### config.mk
export PLATFORM = sky130hd
export DESIGN_NAME = lag_result_writer
export DESIGN_NICKNAME = d
export VERILOG_FILES = /design/src/rtl/lag_pkg.sv /design/src/rtl/lag_stats.sv /design/src/rtl/lag_result_writer.sv
export SDC_FILE = /design/constraint.sdc
export NUM_CORES = 1
export LEC_CHECK = 0
export CAP_MARGIN = 0
export CORE_ASPECT_RATIO = 1.2
export CORE_UTILIZATION = 25
export DETAILED_ROUTE_END_ITERATION = 6
export MAX_ROUTING_LAYER = met4
export PLACE_DENSITY_LB_ADDON = 0.05
export SETUP_SLACK_MARGIN = 0.1
export SLEW_MARGIN = 20
export SYNTH_ARGS = -nofsm -noshare
export SYNTH_HDL_FRONTEND = slang
export SYNTH_SLANG_ARGS = --single-unit
### constraint.sdc
create_clock -name clk_sys -period 2.2 [get_ports clk_sys]
set_input_delay 0.44 -clock clk_sys [delete_from_list [all_inputs] [get_ports clk_sys]]
set_output_delay 0.44 -clock clk_sys [all_outputs]
set_load 0.1 [all_outputs]
### src/rtl/lag_pkg.sv
// Shared types and constants for the latency result writer and its statistics block.
// Header word layout lives here so the table map is defined in one place.
package lag_pkg;

    typedef enum logic [1:0] {
        ST_IDLE,
        ST_COLLECT,
        ST_SUMMARY,
        ST_DONE
    } lag_state_t;

    localparam logic [2:0] HDR_STATUS = 3'd0;
    localparam logic [2:0] HDR_MIN    = 3'd1;
    localparam logic [2:0] HDR_MAX    = 3'd2;
    localparam logic [2:0] HDR_SUM_LO = 3'd3;
    localparam logic [2:0] HDR_SUM_HI = 3'd4;
    localparam logic [2:0] HDR_TMO    = 3'd5;

    localparam logic [15:0] TIMEOUT_CODE_DEF = 16'hFFFF;

    function automatic logic [15:0] hdr_word(
        input logic [2:0]  idx,
        input logic [6:0]  cnt,
        input logic [15:0] min_v,
        input logic [15:0] max_v,
        input logic [23:0] sum_v,
        input logic [6:0]  tmo_v
    );
        case (idx)
            HDR_STATUS: hdr_word = {1'b1, 8'd0, cnt};
            HDR_MIN:    hdr_word = min_v;
            HDR_MAX:    hdr_word = max_v;
            HDR_SUM_LO: hdr_word = sum_v[15:0];
            HDR_SUM_HI: hdr_word = {8'd0, sum_v[23:16]};
            HDR_TMO:    hdr_word = {9'd0, tmo_v};
            default:    hdr_word = 16'd0;
        endcase
    endfunction

endpackage

### src/rtl/lag_stats.sv
// Min/max/sum/timeout accumulators over a run of latency samples.
// Timed-out samples only bump the timeout count; clear has priority over update.
module lag_stats
    import lag_pkg::*;
(
    input  logic        clk_sys,
    input  logic        reset_n,
    input  logic        i_clear,
    input  logic        i_update,
    input  logic        i_timeout,
    input  logic [15:0] i_sample,
    output logic [15:0] o_min,
    output logic [15:0] o_max,
    output logic [23:0] o_sum,
    output logic [6:0]  o_tmo
);

    logic [15:0] r_min;
    logic [15:0] r_max;
    logic [23:0] r_sum;
    logic [6:0]  r_tmo;

    always_ff @(posedge clk_sys or negedge reset_n) begin
        if (!reset_n) begin
            r_min <= 16'hFFFF;
            r_max <= 16'd0;
            r_sum <= 24'd0;
            r_tmo <= 7'd0;
        end else if (i_clear) begin
            r_min <= 16'hFFFF;
            r_max <= 16'd0;
            r_sum <= 24'd0;
            r_tmo <= 7'd0;
        end else if (i_update) begin
            if (i_timeout) begin
                r_tmo <= r_tmo + 7'd1;
            end else begin
                if (i_sample < r_min) r_min <= i_sample;
                if (i_sample > r_max) r_max <= i_sample;
                // 122 full-scale samples fit in 23 bits, so no saturation.
                r_sum <= r_sum + {8'd0, i_sample};
            end
        end
    end

    assign o_min = r_min;
    assign o_max = r_max;
    assign o_sum = r_sum;
    assign o_tmo = r_tmo;

endmodule

### src/rtl/lag_result_writer.sv
// Streams raw latency samples into the HPS result table, then writes the statistics header
// and raises valid once the table is stable. All table-port outputs are registered.
module lag_result_writer
    import lag_pkg::*;
#(
    parameter int          NUM_SAMPLES  = 32,
    parameter int          SAMPLE_BASE  = 6,
    parameter logic [15:0] TIMEOUT_CODE = TIMEOUT_CODE_DEF
) (
    input  logic        clk_sys,
    input  logic        reset_n,
    input  logic        start,
    input  logic        sample_valid,
    input  logic        sample_timeout,
    input  logic [15:0] sample_us,
    output logic        busy,
    output logic [6:0]  sample_cnt,
    output logic        valid,
    output logic [1:0]  wr,
    output logic [15:0] din,
    output logic [6:0]  addr
);

    localparam logic [6:0] LP_NUM  = 7'(NUM_SAMPLES);
    localparam logic [6:0] LP_BASE = 7'(SAMPLE_BASE);

    lag_state_t  r_state;
    lag_state_t  w_state_nxt;
    logic [6:0]  r_sample_cnt;
    logic [6:0]  w_sample_cnt_nxt;
    logic [2:0]  r_hdr_idx;
    logic [2:0]  w_hdr_idx_nxt;
    logic [2:0]  w_hdr_inc;
    logic [1:0]  r_wr;
    logic [1:0]  w_wr_nxt;
    logic [15:0] r_din;
    logic [15:0] w_din_nxt;
    logic [6:0]  r_addr;
    logic [6:0]  w_addr_nxt;
    logic        r_valid;
    logic        w_valid_nxt;

    logic        w_accept;
    logic        w_run_full;
    logic [15:0] w_min;
    logic [15:0] w_max;
    logic [23:0] w_sum;
    logic [6:0]  w_tmo;

    // start wins over a coincident sample; the count guard blocks extra samples.
    assign w_accept   = (r_state == ST_COLLECT) && sample_valid && !start && (r_sample_cnt < LP_NUM);
    assign w_run_full = (r_state == ST_COLLECT) && (r_sample_cnt == LP_NUM);
    assign w_hdr_inc  = r_hdr_idx + 3'd1;

    lag_stats u_stats (
        .clk_sys   (clk_sys),
        .reset_n   (reset_n),
        .i_clear   (start),
        .i_update  (w_accept),
        .i_timeout (sample_timeout),
        .i_sample  (sample_us),
        .o_min     (w_min),
        .o_max     (w_max),
        .o_sum     (w_sum),
        .o_tmo     (w_tmo)
    );

    always_ff @(posedge clk_sys or negedge reset_n) begin
        if (!reset_n) begin
            r_state      <= ST_IDLE;
            r_sample_cnt <= 7'd0;
            r_hdr_idx    <= 3'd0;
            r_wr         <= 2'b00;
            r_din        <= 16'd0;
            r_addr       <= 7'd0;
            r_valid      <= 1'b0;
        end else begin
            r_state      <= w_state_nxt;
            r_sample_cnt <= w_sample_cnt_nxt;
            r_hdr_idx    <= w_hdr_idx_nxt;
            r_wr         <= w_wr_nxt;
            r_din        <= w_din_nxt;
            r_addr       <= w_addr_nxt;
            r_valid      <= w_valid_nxt;
        end
    end

    always_comb begin
        w_state_nxt      = r_state;
        w_sample_cnt_nxt = r_sample_cnt;
        w_hdr_idx_nxt    = r_hdr_idx;
        w_wr_nxt         = 2'b00;
        w_din_nxt        = r_din;
        w_addr_nxt       = r_addr;
        w_valid_nxt      = r_valid;

        if (start) begin
            w_state_nxt      = ST_COLLECT;
            w_sample_cnt_nxt = 7'd0;
            w_hdr_idx_nxt    = 3'd0;
            w_valid_nxt      = 1'b0;
        end else begin
            case (r_state)
                ST_COLLECT: begin
                    if (w_accept) begin
                        w_wr_nxt         = 2'b11;
                        w_addr_nxt       = LP_BASE + r_sample_cnt;
                        w_din_nxt        = sample_timeout ? TIMEOUT_CODE : sample_us;
                        w_sample_cnt_nxt = r_sample_cnt + 7'd1;
                    end else if (w_run_full) begin
                        // Stats settled on the last sample's write cycle; header word 0 goes out next.
                        w_state_nxt   = ST_SUMMARY;
                        w_hdr_idx_nxt = HDR_STATUS;
                        w_wr_nxt      = 2'b11;
                        w_addr_nxt    = {4'd0, HDR_STATUS};
                        w_din_nxt     = hdr_word(HDR_STATUS, r_sample_cnt, w_min, w_max, w_sum, w_tmo);
                    end
                end
                ST_SUMMARY: begin
                    if (r_hdr_idx == HDR_TMO) begin
                        w_state_nxt = ST_DONE;
                        w_valid_nxt = 1'b1;
                    end else begin
                        w_hdr_idx_nxt = w_hdr_inc;
                        w_wr_nxt      = 2'b11;
                        w_addr_nxt    = {4'd0, w_hdr_inc};
                        w_din_nxt     = hdr_word(w_hdr_inc, r_sample_cnt, w_min, w_max, w_sum, w_tmo);
                    end
                end
                default: ;
            endcase
        end
    end

    assign busy       = (r_state == ST_COLLECT) || (r_state == ST_SUMMARY);
    assign sample_cnt = r_sample_cnt;
    assign valid      = r_valid;
    assign wr         = r_wr;
    assign din        = r_din;
    assign addr       = r_addr;

endmodule

After elaboration in Yosys (flattened, before gate mapping)
Index checks and enable logic that the tools add are counted.

storage, ports and cells
  register bits = 101
  bits in latches = 0
  memory bits (writable) = 0
  ROM bits = 0
  input bits = 21
  memories kept = 0

cells by class
  add/subtract/negate cells = 5
  $mul = 0
  div/mod/pow operators = 0
  order comparisons = 3
  equality and inequality tests = 16
  shift-type cells = 0
  mux-type cells = 45
  bitwise gates (word level) = 1
  reductions and logical operators = 25

operator list
  cell                                                                          number
  16-bit 2-to-1 mux                                                             12
  16-bit case mux with 6 select lines                                           1
  24-bit 2-to-1 mux                                                             3
  7-bit 2-to-1 mux                                                              9
  16-bit case mux with 2 select lines                                           1
  24-bit by 16-bit adder with 24-bit output                                     1
  16-bit greater-than comparator                                                1
  16-bit less-than comparator                                                   1
  2-bit 2-to-1 mux                                                              8
  2-bit nonzero test                                                            8
  7-bit by 1-bit adder with 7-bit output, second input constant                 2
  7-bit case mux with 2 select lines                                            1
  3-bit 2-to-1 mux                                                              4
  3-bit inequality test, second input constant                                  4
  4-bit AND reduction                                                           3
  3-bit == test, second input constant                                          3
  2-bit case mux with 2 select lines                                            2
  2-bit AND reduction                                                           4
  3-bit by 7-bit adder with 7-bit output, first input constant                  1
  7-bit by 6-bit == test with 1-bit output, second input constant               1
  7-bit by 6-bit less-than comparator with 1-bit output, second input constant  1
  3-bit by 2-bit == test with 1-bit output, second input constant               2
  3-bit case mux with 2 select lines                                            1
  3-bit AND reduction                                                           2
  other kinds (13)                                                              19

Logic depth before layout (Yosys ltp)
  depth in word-level cells = 7
  gate-level depth with buffers = 11
  depth with buffers taken out = 8

Cells and area by module
From an unflattened synthesis, not the netlist that was laid out.

unflattened totals
  cell total of the unflattened synthesis = 751
  area total of the unflattened synthesis = 7,004.2 µm²

modules (own cells, without submodules)
  module             instances  cells each  area each (µm²)  sequential area each (µm²)
  lag_stats          1          485         4,475.5          1,596.5
  lag_result_writer  1          266         2,528.7          925.9

Worst setup path before layout
OpenSTA, ideal clock, no wires.

  path kind = reg2reg
  start point = register r_sample_cnt[0] (netlist: sample_cnt[0])
  end point = register r_addr[5] (netlist: addr[5])
  setup time = 0.096 ns
  arrival time = 2.559 ns
  slack = -0.454 ns
  cell stages (with the launch flop) = 9
  clock period less this slack = 2.654 ns
  cell sequence = dfrtp_1 > inv_1 > ha_1 > nand4b_1 > a21boi_1 > a211o_1 > clkbuf_1 > nand2_1 > o31ai_1

on the way
  cells in the longest elaborated chain, start to end = 4
  elaborated cells on any way between the ends = 9

RTL lines
  element                                                                                                            RTL line                                          RTL
  start, declared                                                                                                    lag_result_writer.sv:29                           logic [6:0] r_sample_cnt;
  start signal, assigned                                                                                             lag_result_writer.sv:79                           r_sample_cnt <= w_sample_cnt_nxt;
  7-bit by 6-bit less-than comparator with 1-bit output or 7-bit by 6-bit == test with 1-bit output (tied branches)  lag_result_writer.sv:51, lag_result_writer.sv:52
  1-bit logical AND, on equally long branches                                                                        lag_result_writer.sv:51, lag_result_writer.sv:52
  3-bit by 2-bit inequality test with 1-bit output (no source line) or 7-bit 2-to-1 mux (tied branches)              --
  4-bit AND reduction (no source line) or 7-bit case mux with 2 select lines (tied branches)                         --
  end signal, assigned                                                                                               lag_result_writer.sv:83                           r_addr <= w_addr_nxt;
  end, declared                                                                                                      lag_result_writer.sv:38                           logic [6:0] r_addr;

Parallel ways exist; a longest one is shown, timed or not.
A chain may end at the register's enable or synchronous reset.

Final worst setup path
  start point = register u_stats.r_max[1] (netlist: u_stats.o_max[1])
  end point = register u_stats.r_max[14] (netlist: u_stats.o_max[14])

on the way
  cells in the longest elaborated chain, start to end = 3

RTL lines
  element                               RTL line         RTL
  start, declared                       lag_stats.sv:19  logic [15:0] r_max;
  start signal, assigned                lag_stats.sv:39  if (i_sample > r_max) r_max <= i_sample;
  16-bit greater-than comparator        lag_stats.sv:39
  2-bit nonzero test (no source line)   --
  3-bit AND reduction (no source line)  --

No other way between the ends.

==> summary.txt <==
Layout
  • Post-route non-filler standard cell count: 1305
  • Area of the multi-input gates: 0.004941 sq mm
  • Final net count: 1046
  • N_diodes: 0
  • Share of cells above drive strength 1: 0.4557
  • Filler cells: 2649
  • Storage element area: 0.002546 sq mm
  • Post-Layout Inst Area: 0.01044 sq mm
  • P&R area growth vs syn: 52.77%

GRT
  • Met1 Use GR: 0.2338
  • All-Layer GR Usage: 0.1997
  • Grt met2 use: 0.3433
  • Busiest grt layer: met2
  • First-pass GRT wire length: 40880 microns
  • Grt total ovfl: 0
  • Vias in the first global route: 6909
  • Pin count of the biggest net entering global routing: 43
  • Met3 Resource Use GR: 0.02339
  • Initial antenna violation count: 0

Synth
  • EDFF count, synth: 0
  • Synth Flop Type: dfrtp_1
  • Cell Area, Synth: 0.006832 sq mm
  • Most frequent cell after synthesis: dfrtp_1
  • Post-synth top area share: 0.3077
  • Post-synth cell types: 75
  • YS warnings: 0
  • Most frequent cells after synthesis: dfrtp_1 (84), nor2_1 (62), nand2_1 (61)
  • Yosys top cell by area: dfrtp_1
  • Sequential share of the synthesized area: 0.3692
  • Syn nets: 840
  • Synth area leaders: dfrtp_1 (31%), ha_1 (11%), dfstp_2 (6.2%)
  • Cells after Synth: 759
  • Synth async-reset ratio: 1.000
  • Flops & latches, synth: 100
  • Syn_area_per_cell: 9.001 sq um

Floorplanning
  • Die H: 183.1 microns
  • Initial Utilization: 0.2569
  • Die Area: 0.02799 sq mm
  • Site row count: 65
  • Die Wd: 152.9 microns
  • Core area: 0.02659 sq mm
  • IO Count: 55

CTS
  • Reg clk slew, reported paths: 80 ps
  • Root buf cell: clkbuf_16
  • H-tree Lvls: 3
  • Max clock buf depth: 2
  • Post-CTS Hold Fix Bufs: 0
  • CTS tree: yes
  • Sinks on Clock Net: 100
  • CTS buffer count: 9
  • Skew-Pair Late Insertion Delay: 370 ps

Timing
  • Period minus WS final: 2355 ps
  • Final Max Slew Viols: 0
  • # setup viols final: 23
  • Fin. Hold Viols: 0
  • Final worst setup slack: -154.8 ps
  • Max Fclk: 0.4247 GHz
  • Clock Skews: 13.01 ps
  • Ratio of final minimum period to clock period: 1.070
  • Setup tns final: -2605 ps
  • Worst Tran Pin Value: 541.5 ps
  • Slew margin rel.: 0.6390
  • RSZ-0062 raised after global routing: yes

Flow run
  • Max-cap violations: 0

Setup path
  • Critical path endpoint category: register
  • Worst EP required: 2460 ps
  • Nature of the critical path startpoint: register
  • Worst-case reg-to-reg path depth: 9
  • Reg2reg start: u_stats.o_max[1]
  • WP data arrival: 2620 ps
  • RR Endpoint: u_stats.o_max[14]
  • Max FO, Critical Path: 8
  • FF-to-FF setup slack: -150 ps
  • Critical path class: register to register

Placement
  • Buffers added on ports: 54
  • Gpl congestion: 0.8346
  • Placed Area: 0.009072 sq mm
  • Placed cells: 1260
  • DPL Wire Length: 19820 microns

Power
  • Leakage power: 4.687 nW
  • Cell Pwr Density: 517.0 mW/mm^2
  • Total power: 5.395 mW
  • Worst ir drop on vdd: 332.2 uV

Drt
  • DR WL/cell: 20.34 microns
  • Post-route ant nets: 0
  • Vias per cell: 5.102
  • Pre-antenna DRT Iters: 5
  • Drt first-iter violations: 367
  • WL final: 26540 microns
  • Via count: 6658
  • # DRC: 0

Worst hold path
  • Min-delay worst type: input pin to async pin

Status
  • Status: finished with violations
  • Violated checks: negative setup slack
## cell type report
class,count,area share
Clock buffer,12,0.02554
Clock inverter,4,0.002877
Inverter,46,0.01654
Multi-Input combinational cell,567,0.4734
Sequential cell,100,0.2440
Tap cell,335,0.04016
Timing Repair Buffer,241,0.1975
## cell families after synthesis
| family | share of synthesized area |
|---|---|
| mux | 0.03590 |
| compound gates | 0.2181 |
| simple gates | 0.1762 |
| xor+xnor | 0.02949 |
| flops | 0.3692 |
| fa+ha+maj | 0.1110 |
| buf+inv | 0.06007 |
## sequential cells by signal (all words and copies together) (netlist names)
register	cells
u_stats.o_min	16
sample_cnt	7
r_state	2
u_stats.o_tmo	7
addr	7
din	16
valid	1
u_stats.o_max	16
u_stats.o_sum	24
r_hdr_idx	3
wr	1
## worst max path at each step
stage                      from           endpoint  slack (ps)  cells past startpoint
3_5_place_dp       sample_us[1]  u_stats.o_max[12]        -900                      9
4_1_cts        u_stats.o_sum[7]  u_stats.o_sum[22]        -270                      8
6_report       u_stats.o_max[1]  u_stats.o_max[14]        -150                      9
3_3_place_gp       sample_us[0]  u_stats.o_sum[16]        -840                     10
5_1_grt        u_stats.o_max[1]   u_stats.o_max[4]        -210                      9
2_1_floorplan     sample_cnt[5]  u_stats.o_sum[19]        -150                      7
## stage by stage
| step | util | hold slack (ps) | setup WS, ps |
|---|---|---|---|
| after CTS | 0.3686 | 51.41 | -273.7 |
| final | 0.3924 | 51.60 | -154.8 |
| after floorplan | - | 144.4 | -149.9 |
| after global routing | 0.3924 | 68.90 | -209.3 |
| after detailed placement | 0.3411 | 455.1 | -901.3 |
| after global placement | 0.3411 | 462.7 | -836.5 |
## cells in the final DEF (no fill, tap or decap), drive strengths merged, types with 6 or more instances in the layout
cell type and n:
o21ai 72, a211oi 9, buf 226, nor3 12
clkbuf 14, dfstp 16, a21o 15, xnor2 6
nand4 12, nand2 61, mux2 20, a222oi 12
nand3 36, dfrtp 84, o211ai 6, or3 8
dlygate4sd2 7, o22a 9, inv 47, xor2 17
nor2 62, a31oi 18, nor4 17, ha 59
a21oi 45
## power breakdown
part,leakage (nW),switching [mW],internal (mW)
registers,1.29,0.0782,1.94
logic,3.25,1.02,0.686
clock network,0.145,0.806,0.868
## layer usage
metal  vias to the layer above  share of wire
met5                         -              0
met4                         0          0.039
met3                        40          0.025
met2                       119           0.51
met1                      3300           0.43
li1                       3199              -
## what timing repair did
item / 4_1_cts / 5_1_grt
gates resized for setup: 95 / 121
endpoints found under the setup margin: 76 / 76
buffers inserted: 16 / 14
pin swaps: 57 / 70
gates cloned: 2 / 0
## worst max-delay path: stages (launching register included)
cell and delay [ps]:
dfrtp_1 360, inv_2 60, ha_4 260, nor2b_4 120, o211ai_1 170, a2111oi_2 350
a211oi_1 80, a211o_1 340, clkbuf_16 200, mux2_4 300
Note: power is estimated with default switching activity, not from simulation.
